`src/rtl/mist1032isa_uart_receiver.sv`:
```
// 8N1 UART receiver with x4 oversampling, start-bit validation, mid-bit sampling,
// framing-error and overrun reporting behind a valid/ack holding register.
module mist1032isa_uart_receiver #(
  parameter logic        BAUDRATE_FIXED   = 1'b1,
  parameter logic [19:0] BAUDRATE_COUNTER = 20'd108
) (
  input  logic        iCLOCK,
  input  logic        iRESET,
  input  logic [19:0] iEXTBAUD_COUNT,
  input  logic        iUART_RXD,
  output logic        oRX_VALID,
  output logic [7:0]  oRX_DATA,
  input  logic        iRX_ACK,
  output logic        oRX_BUSY,
  output logic        oRX_FRAME_ERR,
  output logic        oRX_OVERRUN
);

  // state | meaning
  // IDLE  | waiting for a 1->0 edge on the synchronized line
  // START | start bit detected, confirm it is still low at mid-bit
  // DATA  | sampling 8 data bits, LSB first
  // STOP  | sampling the stop bit, then deliver or flag framing error
  typedef enum logic [1:0] {IDLE, START, DATA, STOP} state_t;

  state_t      state, state_next;
  logic        sync1, sync2, prev;
  logic [19:0] baud_cnt, divisor;
  logic [1:0]  sub_cnt;
  logic [2:0]  bit_idx;
  logic [7:0]  shift_reg;
  logic        fall, tick, sample, start_go;
  logic        shift_en, deliver, frame_bad;

  assign divisor  = BAUDRATE_FIXED ? BAUDRATE_COUNTER : iEXTBAUD_COUNT;
  assign fall     = prev & ~sync2;
  // >= rather than == so a divisor lowered mid-count cannot run the counter away
  assign tick     = (baud_cnt >= divisor);
  assign sample   = tick && (sub_cnt == 2'd1);
  assign start_go = (state == IDLE) && fall;

  always_ff @(posedge iCLOCK or posedge iRESET) begin
    if (iRESET) begin
      sync1 <= 1'b1;
      sync2 <= 1'b1;
      prev  <= 1'b1;
    end else begin
      sync1 <= iUART_RXD;
      sync2 <= sync1;
      prev  <= sync2;
    end
  end

  always_ff @(posedge iCLOCK or posedge iRESET) begin
    if (iRESET) begin
      baud_cnt <= 20'd0;
      sub_cnt  <= 2'd0;
    end else if (start_go) begin
      baud_cnt <= 20'd0;
      sub_cnt  <= 2'd0;
    end else if (tick) begin
      baud_cnt <= 20'd0;
      sub_cnt  <= sub_cnt + 2'd1;
    end else begin
      baud_cnt <= baud_cnt + 20'd1;
    end
  end

  always_ff @(posedge iCLOCK or posedge iRESET) begin
    if (iRESET) state <= IDLE;
    else        state <= state_next;
  end

  always_comb begin
    state_next = state;
    case (state)
      IDLE:  if (fall) state_next = START;
      START: if (sample) state_next = sync2 ? IDLE : DATA;
      DATA:  if (sample && (bit_idx == 3'd7)) state_next = STOP;
      STOP:  if (sample) state_next = IDLE;
      default: state_next = IDLE;
    endcase
  end

  always_comb begin
    oRX_BUSY  = (state != IDLE);
    shift_en  = (state == DATA) && sample;
    deliver   = (state == STOP) && sample && sync2;
    frame_bad = (state == STOP) && sample && !sync2;
  end

  always_ff @(posedge iCLOCK or posedge iRESET) begin
    if (iRESET) begin
      bit_idx   <= 3'd0;
      shift_reg <= 8'h00;
    end else if ((state == START) && sample) begin
      bit_idx <= 3'd0;
    end else if (shift_en) begin
      shift_reg[bit_idx] <= sync2;
      bit_idx            <= bit_idx + 3'd1;
    end
  end

  always_ff @(posedge iCLOCK or posedge iRESET) begin
    if (iRESET) begin
      oRX_VALID     <= 1'b0;
      oRX_DATA      <= 8'h00;
      oRX_FRAME_ERR <= 1'b0;
      oRX_OVERRUN   <= 1'b0;
    end else begin
      oRX_FRAME_ERR <= frame_bad;
      oRX_OVERRUN   <= 1'b0;
      if (deliver) begin
        // an ack in the delivery cycle frees the slot for the new byte
        if (!oRX_VALID || iRX_ACK) begin
          oRX_DATA  <= shift_reg;
          oRX_VALID <= 1'b1;
        end else begin
          oRX_OVERRUN <= 1'b1;
        end
      end else if (iRX_ACK && oRX_VALID) begin
        oRX_VALID <= 1'b0;
      end
    end
  end

endmodule

```
`config.mk`:
```
export PLATFORM = sky130hd
export DESIGN_NAME = mist1032isa_uart_receiver
export DESIGN_NICKNAME = d
export VERILOG_FILES = /design/src/rtl/mist1032isa_uart_receiver.sv
export SDC_FILE = /design/constraint.sdc
export NUM_CORES = 1
export LEC_CHECK = 0
export BUFFER_PORTS_ARGS = -buffer_cell sky130_fd_sc_hd__clkbuf_2
export CORE_ASPECT_RATIO = 0.6
export CORE_MARGIN = 4
export CORE_UTILIZATION = 50
export CTS_CLUSTER_SIZE = 8
export DETAILED_ROUTE_END_ITERATION = 7
export GPL_ROUTABILITY_DRIVEN = 0
export PLACE_DENSITY = 0.77
export SETUP_SLACK_MARGIN = 0.1
export SLEW_MARGIN = 5
export SYNTH_ARGS = -nofsm -noshare
export SYNTH_HDL_FRONTEND = slang
export SYNTH_SLANG_ARGS = --single-unit
```
`constraint.sdc`:
```
create_clock -name iCLOCK -period 2.03 [get_ports iCLOCK]
set_input_delay 0.3045 -clock iCLOCK [delete_from_list [all_inputs] [get_ports iCLOCK]]
set_output_delay 0.3045 -clock iCLOCK [all_outputs]
set_load 0.05 [all_outputs]
```
# Yosys cells after proc, flatten, opt, wreduce, memory -nomap -nowiden
# Cells that the tools add are included.
# word_totals
regBits	49
in_bits	24
out_inout_bits	12
elab_cells	73
# classes
addsub	3
magnitude_cmp	3
n_eq_ne	10
n_mux	20
bitwise_logic	3
n_reduce_logical	22
# op_table
operator	n
$mux 20	2
$add 20x1->20 const B	1
$ge 20x7->1 const B	1
$mux 2	7
$logic_and 1x1->1	10
$bwmux 8	1
$ne 2x2->1 const B	4
$pmux 2 s4	1
$reduce_bool 2->1	4
$mux 1	6
$mux 3	2
$reduce_and 2->1	3
$eq 2x1->1 const B	2
$eq 2x2->1 const B	2
$lt 3x4->1 const B	1
$reduce_and 4->1	1
$add 3x1->3 const B	1
$demux 1 s3	1
$eq 3x3->1 const B	1
$ge 3x1->1 const B	1
$add 2x1->2 const B	1
$logic_not 1->1	2
$logic_not 2->1	1
$ne 2x1->1 const B	1
3 further kinds	4

# Depth between registers and ports, before layout
# Gate-level depths: netlist of the first run.
# depth
ltp_word	6
depth_mapped	7
mapped_depth_nobuf	6

# Least setup slack after synthesis of the first run
# No wires, ideal clock.
# synth_timing
kind	register to register
startpoint	reg baud_cnt[12]
endpoint	reg shift_reg[4]
setup_ns	0.125
arrival_time_ns	1.732
t_required_ns	1.905
slack_ns	0.173
stages_incl_launch_ff	8
n_path_buf	2
synth_period_minus_slack_ns	1.857
path_cell_list	dfrtp_1 > nor4_2 > nand2_1 > or3_1 > buf_6 > buf_6 > nand3_1 > mux2_2
# synth_via
elab_chain_cells	5
word_cells_on_any_way	6
classes_between	1 x order compare; 1 x bitwise; 4 x reduce/logical
# synth_rtl
item	line	source
start: declaration	28	logic [19:0] baud_cnt, divisor;
start signal: assignment	65	baud_cnt <= baud_cnt + 20'd1;
$ge 20x7->1 *	38	assign tick = (baud_cnt >= divisor);
$logic_and 1x1->1 *	39	assign sample = tick && (sub_cnt == 2'd1);
$logic_and 1x1->1	96	end else if ((state == START) && sample) begin
$not 1->1 (no source line)	--	
$reduce_and 2->1 (no source line) *	--	
end signal: indexed assignment	99	shift_reg[bit_idx] <= sync2;
end: declaration	31	logic [7:0] shift_reg;
# Mark *: on every way between the ends. The rest lies on a longest branch, timed or not.
# A chain may end at the register's enable or synchronous reset.

# Worst setup path in the final report of the first run
# layout_timing
startpoint	reg baud_cnt[18]
endpoint	reg oRX_DATA[3]
# layout_via
elab_chain_cells	5
# layout_rtl
item	line	source
$ge 20x7->1	38	
$logic_and 1x1->1	39	
$logic_and 1x1->1 (2 in series)	88	deliver = (state == STOP) && sample && sync2;
$reduce_and 2->1 (no source line)	--	
end signal: assignment	116	oRX_DATA <= shift_reg;
end: declaration	12	output logic [7:0] oRX_DATA,
# Every way passes these cells.

==> flow_summary.ini, run 1 <==
[yosys]
synth-seq-cells = 49
synth_area_mm2 = 0.00204
synth_edf_count = 0
synth-main-ff-cell = dfrtp_1
syn_inst = 157
yosysSeqAreaShare = 0.602
avgSynthCellArea_um2 = 13.0
async_flop_share = 1.00
synth.distinct_cells = 39
yosysWarnings = 0

[die]
core_mm2 = 0.00381
start_util = 0.537
rows = 17
die-height_um = 57.5
io_pins = 36
dieWidth_um = 90.5
die_area_mm2 = 0.00521

[cts]
ctsRootBufferMaster = clkbuf_8
cts_tree = yes
clk_path_buf_depth = 2
cts.sinks = 49
postCtsHoldBufs = 0
h-tree-depth = 2
numCtsBuffers = 5
clk_latency_ns = 0.30
clk_pin_slew_worst_paths_ns = 0.09

[placed_design]
placed_cells = 232
dp_slack_ns = 0.00411
port_buffers = 15
hpwlAfterDp_um = 2480
dpl-instance-area_mm2 = 0.00224

[timing]
timing.fmax_mhz = 536
fin_ws_ns = 0.165
relSlewSlack = 0.657
fin_tns_setup_ns = 0
finClkSkew_ns = 0.00746
fin_crit_sh = 0.919
min_period_ns = 1.87
finalHoldViolCount = 0
rsz0062_at_grt = no
setup_viol = 0
slew_viol_final = 0
worstMarginPinSlew_ns = 0.514

[final_layout]
final_common_cell = dfrtp_1
layout-area-overhead-vs-synth_pct = 17.0
diodes = 0
design_area_mm2 = 0.00239
final_cell_mix = dfrtp_1, mux2_2, clkbuf_2, conb_1, nand3_1
largest_reg_flops = 20
fin_nets = 222
fin_cells = 241
final_layout_size_suffix_gt1_frac = 0.335

[route]
drt-pass1-iter-count = 5
wl_per_cell_um = 14.0
route.met2.wl_um = 1530
totalWireLength_um = 3370
top_layer = met4
drtAntennaViolNets = 0
wl_met1_um = 1610
routed-wl-met3_um = 168
vias = 1270
initialDrtViolationCount = 68
drc = 0
vias_per_cell = 5.27

[worst_setup_path]
startpoint_type = register
cp_data_required_time_ns = 2.21
cp_data_arrival_time_ns = 2.05
crit_path_end_kind = register
r2r_setup_slack_ns = 0.16
cp_max_fo = 8
crit_start = baud_cnt[18]
crit_type = reg -> reg
r2r_cells = 7
endpoint = oRX_DATA[3]
r2r-end = oRX_DATA[3]
r2r_start = baud_cnt[18]

[grt]
grt_util_all_layers = 0.144
antenna_found_initial = 0
grt_pass1_wl_um = 5880
first_global_vias = 1249
grt_max_degree = 27
overflow = 0

[pwr]
p_per_area_mw_per_mm2 = 1070
ir_drop_mv = 0.432
p_leak_nw = 1.12

[run]
cap_violations = 0

[outcome]
status = finished, final reports clean

[worst_hold_path]
hp-class = in -> async
==> per-stage QoR <==
step                 util  hold slack [ns]  total power, mW
floorplan               -            0.309             1.69
global placement    0.589            0.339             1.80
detailed placement  0.589            0.348             1.85
CTS                 0.627           0.0223             2.56
global route        0.628           0.0463             2.69
finish              0.628           0.0128             2.55
==> cell families (layout without fill, tap and decap cells) <==
group | count (synthesis) | in the layout | share of synthesized area
compound gates | 12 | 12 | 0.0533
xor+xnor | 6 | 6 | 0.0257
fa+ha+maj | 5 | 5 | 0.0306
buf+inv | 12 | 37 | 0.0331
flops | 49 | 49 | 0.602
mux | 16 | 16 | 0.0882
other cells | 1 | 13 | 0.00184
simple gates | 56 | 56 | 0.165
==> layout make-up <==
type	count	area, um^2
multi-input cells	108	803
well taps	47	58.8
repair buffers	23	160
inverters	6	22.5
clock buffers	7	86.3
fillers	290	1420
clock inverters	1	30.0
flip-flops and latches	49	1230
==> timing repair <==
item | in CTS | in global routing
hold endpoints to repair | 0 | 0
pin swaps | 1 | 0
buffers inserted | 1 | 0
gates resized for setup | 2 | 1
endpoints found under the setup margin | 20 | 2
==> critical path, cell delays in order, from the launching register on <==
cell	delay, ns
dfrtp_1	0.37
nor4_1	0.31
nand2_1	0.12
buf_4	0.16
o311ai_4	0.29
nor3b_4	0.08
buf_12	0.15
mux2_2	0.27
==> synth_stat cells (2+ instances only) <==
| library cell | number | area [um^2] |
|---|---|---|
| o21ai_0 | 2 | 10.0 |
| nor2_4 | 2 | 22.5 |
| nand3_1 | 9 | 45.0 |
| a22o_1 | 3 | 26.3 |
| xor2_1 | 4 | 35.0 |
| buf_6 | 3 | 33.8 |
| nand2_1 | 7 | 26.3 |
| mux2_2 | 16 | 180 |
| and2_1 | 3 | 18.8 |
| ha_1 | 5 | 62.6 |
| inv_1 | 6 | 22.5 |
| nand2b_1 | 2 | 12.5 |
| dfrtp_1 | 46 | 1150 |
| dfstp_2 | 3 | 78.8 |
| clkbuf_1 | 3 | 11.3 |
| nor2_1 | 7 | 26.3 |
| nor3b_1 | 2 | 15.0 |
| nor3_1 | 3 | 15.0 |
| xnor2_1 | 2 | 17.5 |
| nor2_2 | 6 | 37.5 |
| nand4_1 | 5 | 31.3 |
==> how the worst min path moves through the flow <==
stage	start	to	slack [ns]	cells after the start
after global routing	iRESET	baud_cnt[4]	0.05	2
after detailed placement	sync1	sync2	0.35	0
final	iRESET	baud_cnt[4]	0.01	2
after global placement	iRESET	baud_cnt[0]	0.34	2
after CTS	iRESET	baud_cnt[4]	0.02	2
after floorplan	iUART_RXD	sync1	0.31	0
==> power breakdown <==
group	internal (mW)	switching, mW
combinational	0.242	0.357
sequential	1.11	0.135
clock	0.402	0.309
total	1.75	0.801
==> per-layer routing <==
metal / up-vias / GRT usage
met4: 0 / 0.0588
li1: 599 / -
met3: 7 / 0.0422
met1: 630 / 0.199
met2: 34 / 0.214
met5: - / 0
Power figures use the tool's default switching activity.
==> inputs of run 2 (changes only) <==
--- a/config.mk
+++ b/config.mk
@@ -7,7 +7,6 @@
 export LEC_CHECK = 0
 export BUFFER_PORTS_ARGS = -buffer_cell sky130_fd_sc_hd__clkbuf_2
 export CORE_ASPECT_RATIO = 0.6
-export CORE_MARGIN = 4
 export CORE_UTILIZATION = 50
 export CTS_CLUSTER_SIZE = 8
 export DETAILED_ROUTE_END_ITERATION = 7
==> flow_summary.ini, run 2 (synthesis gave the netlist of run 1 again) <==
[outcome]
status = finished, violations left
violations = design-rule violations

[pwr]
total_power_mw = 2.56
p_per_area_mw_per_mm2 = 1070
ir_drop_mv = 0.580
p_leak_nw = 1.12

[worst_setup_path]
crit_type = reg -> reg
crit_path_end_kind = register
cp_data_required_time_ns = 2.21
slowest_stage = dfrtp_1
cp_data_arrival_time_ns = 2.02
cp_max_fo = 8
critPathBufInv = 2
r2r_setup_slack_ns = 0.19
worstPathCellList = nor4_2, nand2_1, buf_4, o311ai_4, nor3b_4, buf_12, mux2_2
max_stage_delay_ns = 0.37
startpoint_type = register
critPathTopFamily = simple AND/OR/NAND/NOR gates

[route]
drtAntennaViolNets = 0
drc = 4
drt-pass1-iter-count = 6
initialDrtViolationCount = 90
wl_per_cell_um = 13.7
vias = 1217
vias_per_cell = 5.03
totalWireLength_um = 3310

[final_layout]
final_common_cell = dfrtp_1
fin_util = 0.632
final_layout_size_suffix_gt1_frac = 0.344
largest_reg_flops = 20
final_cell_mix = dfrtp_1, mux2_2, clkbuf_2, conb_1, nand3_1
layout-area-overhead-vs-synth_pct = 17.1
fin_nets = 223
fin_cells = 242
design_area_mm2 = 0.00239
diodes = 0

[grt]
grt_most_used_layer = met2
grt_util_all_layers = 0.176
grt_pass1_wl_um = 5620
grt_util_met3 = 0.0508
met1_usage = 0.228
grt_max_degree = 31
antenna_found_initial = 0
first_global_vias = 1233
grt.met2_usage = 0.274
overflow = 0

[timing]
hold_slack_ns = 0.0650
fin_tns_setup_ns = 0
worstMarginPinSlew_ns = 0.636
timing.fmax_mhz = 545
fin_ws_ns = 0.194
relSlewSlack = 0.575
slew_viol_final = 0
setup_viol = 0
finalHoldViolCount = 0
rsz0062_at_grt = no
min_period_ns = 1.84
fin_crit_sh = 0.905
finClkSkew_ns = 0.00925

[cts]
clk_latency_ns = 0.30
numCtsBuffers = 5
cts_tree = yes
postCtsHoldBufs = 0
cts.sinks = 49
h-tree-depth = 2
ctsRootBufferMaster = clkbuf_8
clk_pin_slew_worst_paths_ns = 0.09
clk_path_buf_depth = 2

[worst_hold_path]
hp-class = in -> async

[placed_design]
port_buffers = 15
dpl-instance-area_mm2 = 0.00223
hpwlAfterDp_um = 2320
dp_slack_ns = 0.0121
placed_cells = 232

[run]
cap_violations = 0

[die]
start_util = 0.540
die_area_mm2 = 0.00435
dieWidth_um = 84.5
io_pins = 36
rows = 17
core_mm2 = 0.00379
die-height_um = 51.5
run 2: cell count changes in the layout (fill, tap and decap cells not counted):
cell / delta
buf_12: -1
nor4_2: +1
nor4_1: -1
buf_4: +2
run 2: cell type report:
cell class / count / area (um^2)
Fill cell: 300 / 1390
Sequential cell: 49 / 1230
Multi-Input combinational cell: 108 / 810
Timing Repair Buffer: 24 / 155
Clock buffer: 7 / 86.3
Tap cell: 47 / 58.8
Clock inverter: 1 / 30.0
Inverter: 6 / 22.5
run 2: report_power, final:
group | switching, mW | internal, mW | leakage [nW]
sequential | 0.119 | 1.11 | 0.632
clock | 0.306 | 0.402 | 0.0585
combinational | 0.375 | 0.247 | 0.432
run 2: worst register-to-register path: stages, from the launching register on:
cell and delay, ns:
dfrtp_1 0.37, nor4_2 0.26, nand2_1 0.10, buf_4 0.15
o311ai_4 0.33, nor3b_4 0.09, buf_12 0.15, mux2_2 0.28
run 2: layer usage:
layer | up-vias | part of all wire | wire, um
met2 | 24 | 0.46 | 1520
met5 | - | 0 | 0
met1 | 584 | 0.48 | 1600
met3 | 6 | 0.043 | 144
met4 | 0 | 0.016 | 54
li1 | 603 | - | -
run 2: worst paths after layout:
kind                         startpoint            end  depth (start not counted)
hold / removal                   iRESET  oRX_FRAME_ERR                          2
max in group asynchronous        iRESET    baud_cnt[1]                          3
setup / recovery           baud_cnt[18]    oRX_DATA[7]                          7
setup reg to reg           baud_cnt[18]    oRX_DATA[7]                          7
min in group iCLOCK           iUART_RXD          sync1                          1
hold reg to reg                   sync1          sync2                          0
run 2: repair_timing:
item,4_1_cts,5_1_grt
endpoints found under the setup margin,17,10
buffers inserted,2,0
pin swaps,2,0
resized for setup,2,2
==> inputs of run 3 (changes only) <==
--- a/config.mk
+++ b/config.mk
@@ -6,12 +6,13 @@
 export NUM_CORES = 1
 export LEC_CHECK = 0
 export BUFFER_PORTS_ARGS = -buffer_cell sky130_fd_sc_hd__clkbuf_2
-export CORE_ASPECT_RATIO = 0.6
+export CORE_ASPECT_RATIO = 1.4
 export CORE_UTILIZATION = 50
 export CTS_CLUSTER_SIZE = 8
 export DETAILED_ROUTE_END_ITERATION = 7
 export GPL_ROUTABILITY_DRIVEN = 0
 export PLACE_DENSITY = 0.77
+export REMOVE_ABC_BUFFERS = 1
 export SETUP_SLACK_MARGIN = 0.1
 export SLEW_MARGIN = 5
 export SYNTH_ARGS = -nofsm -noshare
==> flow_summary.ini, run 3 (synthesis gave the netlist of run 1 again) <==
[route]
drt-pass1-iter-count = 3
drtAntennaViolNets = 0
wl_per_cell_um = 13.0
vias = 1240
vias_per_cell = 5.23
drc = 0
initialDrtViolationCount = 41
totalWireLength_um = 3080

[pwr]
seqPwrFrac = 0.494
ir_drop_mv = 0.738
p_per_area_mw_per_mm2 = 1050
total_power_mw = 2.52
p_sw_uw = 767
p_int_mw = 1.75
p_comb_frac = 0.230
p_leak_nw = 1.12
clockPowerShare = 0.276
swShare = 0.305

[placed_design]
dpl-instance-area_mm2 = 0.00224
placed_cells = 228
dp_slack_ns = 0.0672
hpwlAfterDp_um = 2260
port_buffers = 15

[grt]
met1_usage = 0.176
grt_util_all_layers = 0.172
grt_pass1_wl_um = 5670
grt_max_degree = 26
first_global_vias = 1319
grt_most_used_layer = met2
antenna_found_initial = 0
grt.met2_usage = 0.306
overflow = 0
grt_util_met3 = 0.0517

[timing]
min_period_ns = 1.81
slew_viol_final = 0
finalHoldViolCount = 0
finClkSkew_ns = 0.00446
fin_crit_sh = 0.892
fin_tns_setup_ns = 0
worstMarginPinSlew_ns = 0.514
fin_ws_ns = 0.219
rsz0062_at_grt = no
hold_slack_ns = 0.0104
relSlewSlack = 0.657
setup_viol = 0
timing.fmax_mhz = 552

[run]
cap_violations = 0

[die]
start_util = 0.521
dieWidth_um = 56.0
io_pins = 36
die-height_um = 77.6
die_area_mm2 = 0.00435
rows = 27
core_mm2 = 0.00392

[worst_setup_path]
startpoint_type = register
cp_data_required_time_ns = 2.22
crit_type = reg -> reg
cp_max_fo = 13
cp_data_arrival_time_ns = 2.00
crit_path_end_kind = register

[final_layout]
final_common_cell = dfrtp_1
diodes = 0
fin_cells = 237
fin_nets = 222
final_cell_mix = dfrtp_1, mux2_2, clkbuf_2, conb_1, nand3_1
design_area_mm2 = 0.00239
layout-area-overhead-vs-synth_pct = 16.8
fin_util = 0.609
largest_reg_flops = 20
final_layout_size_suffix_gt1_frac = 0.335

[cts]
clk_path_buf_depth = 2
clk_latency_ns = 0.30
h-tree-depth = 2
numCtsBuffers = 5
postCtsHoldBufs = 0
cts_tree = yes
cts.sinks = 49
ctsRootBufferMaster = clkbuf_8
clk_pin_slew_worst_paths_ns = 0.08

[outcome]
status = finished, final reports clean

[worst_hold_path]
hp-class = in -> async
## run 3: cell count changes in the layout (fill, tap and decap cells not counted), sizes merged
cell / before / now
buf: 9 / 8
## run 3: critical path: stages (launching register included)
cell,delay [ns]
dfrtp_1,0.42
a21oi_1,0.27
nor2_4,0.07
or3_4,0.47
nand4_1,0.14
mux2_2,0.34
## run 3: metal layers
metal / part of all wire / up-vias
met4: 0.030 / 0
met3: 0.035 / 8
met1: 0.38 / 612
met5: 0 / -
met2: 0.56 / 22
li1: - / 598
## run 3: final timing paths
path | from | end | slack, ns | cells past startpoint
max | baud_cnt[3] | shift_reg[5] | 0.22 | 5
min | iRESET | baud_cnt[9] | 0.01 | 2
max reg2reg | baud_cnt[3] | shift_reg[5] | 0.22 | 5
min reg2reg | sync1 | sync2 | 0.36 | 0
max in group asynchronous | iRESET | sync2 | 1.44 | 3
min in group iCLOCK | iUART_RXD | sync1 | 0.08 | 1
## run 3: final cells by class
cell class              count  area (um^2)
clock buffers               7         86.3
fillers                   336         1530
inverters                   6         22.5
well taps                  43         53.8
flip-flops and latches     49         1230
clock inverters             1         30.0
multi-input cells         108          803
repair buffers             23          160
## run 3: repair_timing
action | in CTS | in global routing
pin swaps | 0 | 1
setup buffers | 0 | 1
resized for setup | 1 | 2
endpoints found under the setup margin | 11 | 11
## run 3: power groups by stage
stage | clock network, mW | logic [mW] | registers (mW)
floorplan | 0 | 0.372 | 1.31
global placement | 0 | 0.554 | 1.24
detailed placement | 0 | 0.571 | 1.26
CTS | 0.718 | 0.575 | 1.24
global route | 0.751 | 0.645 | 1.27
finish | 0.694 | 0.579 | 1.24
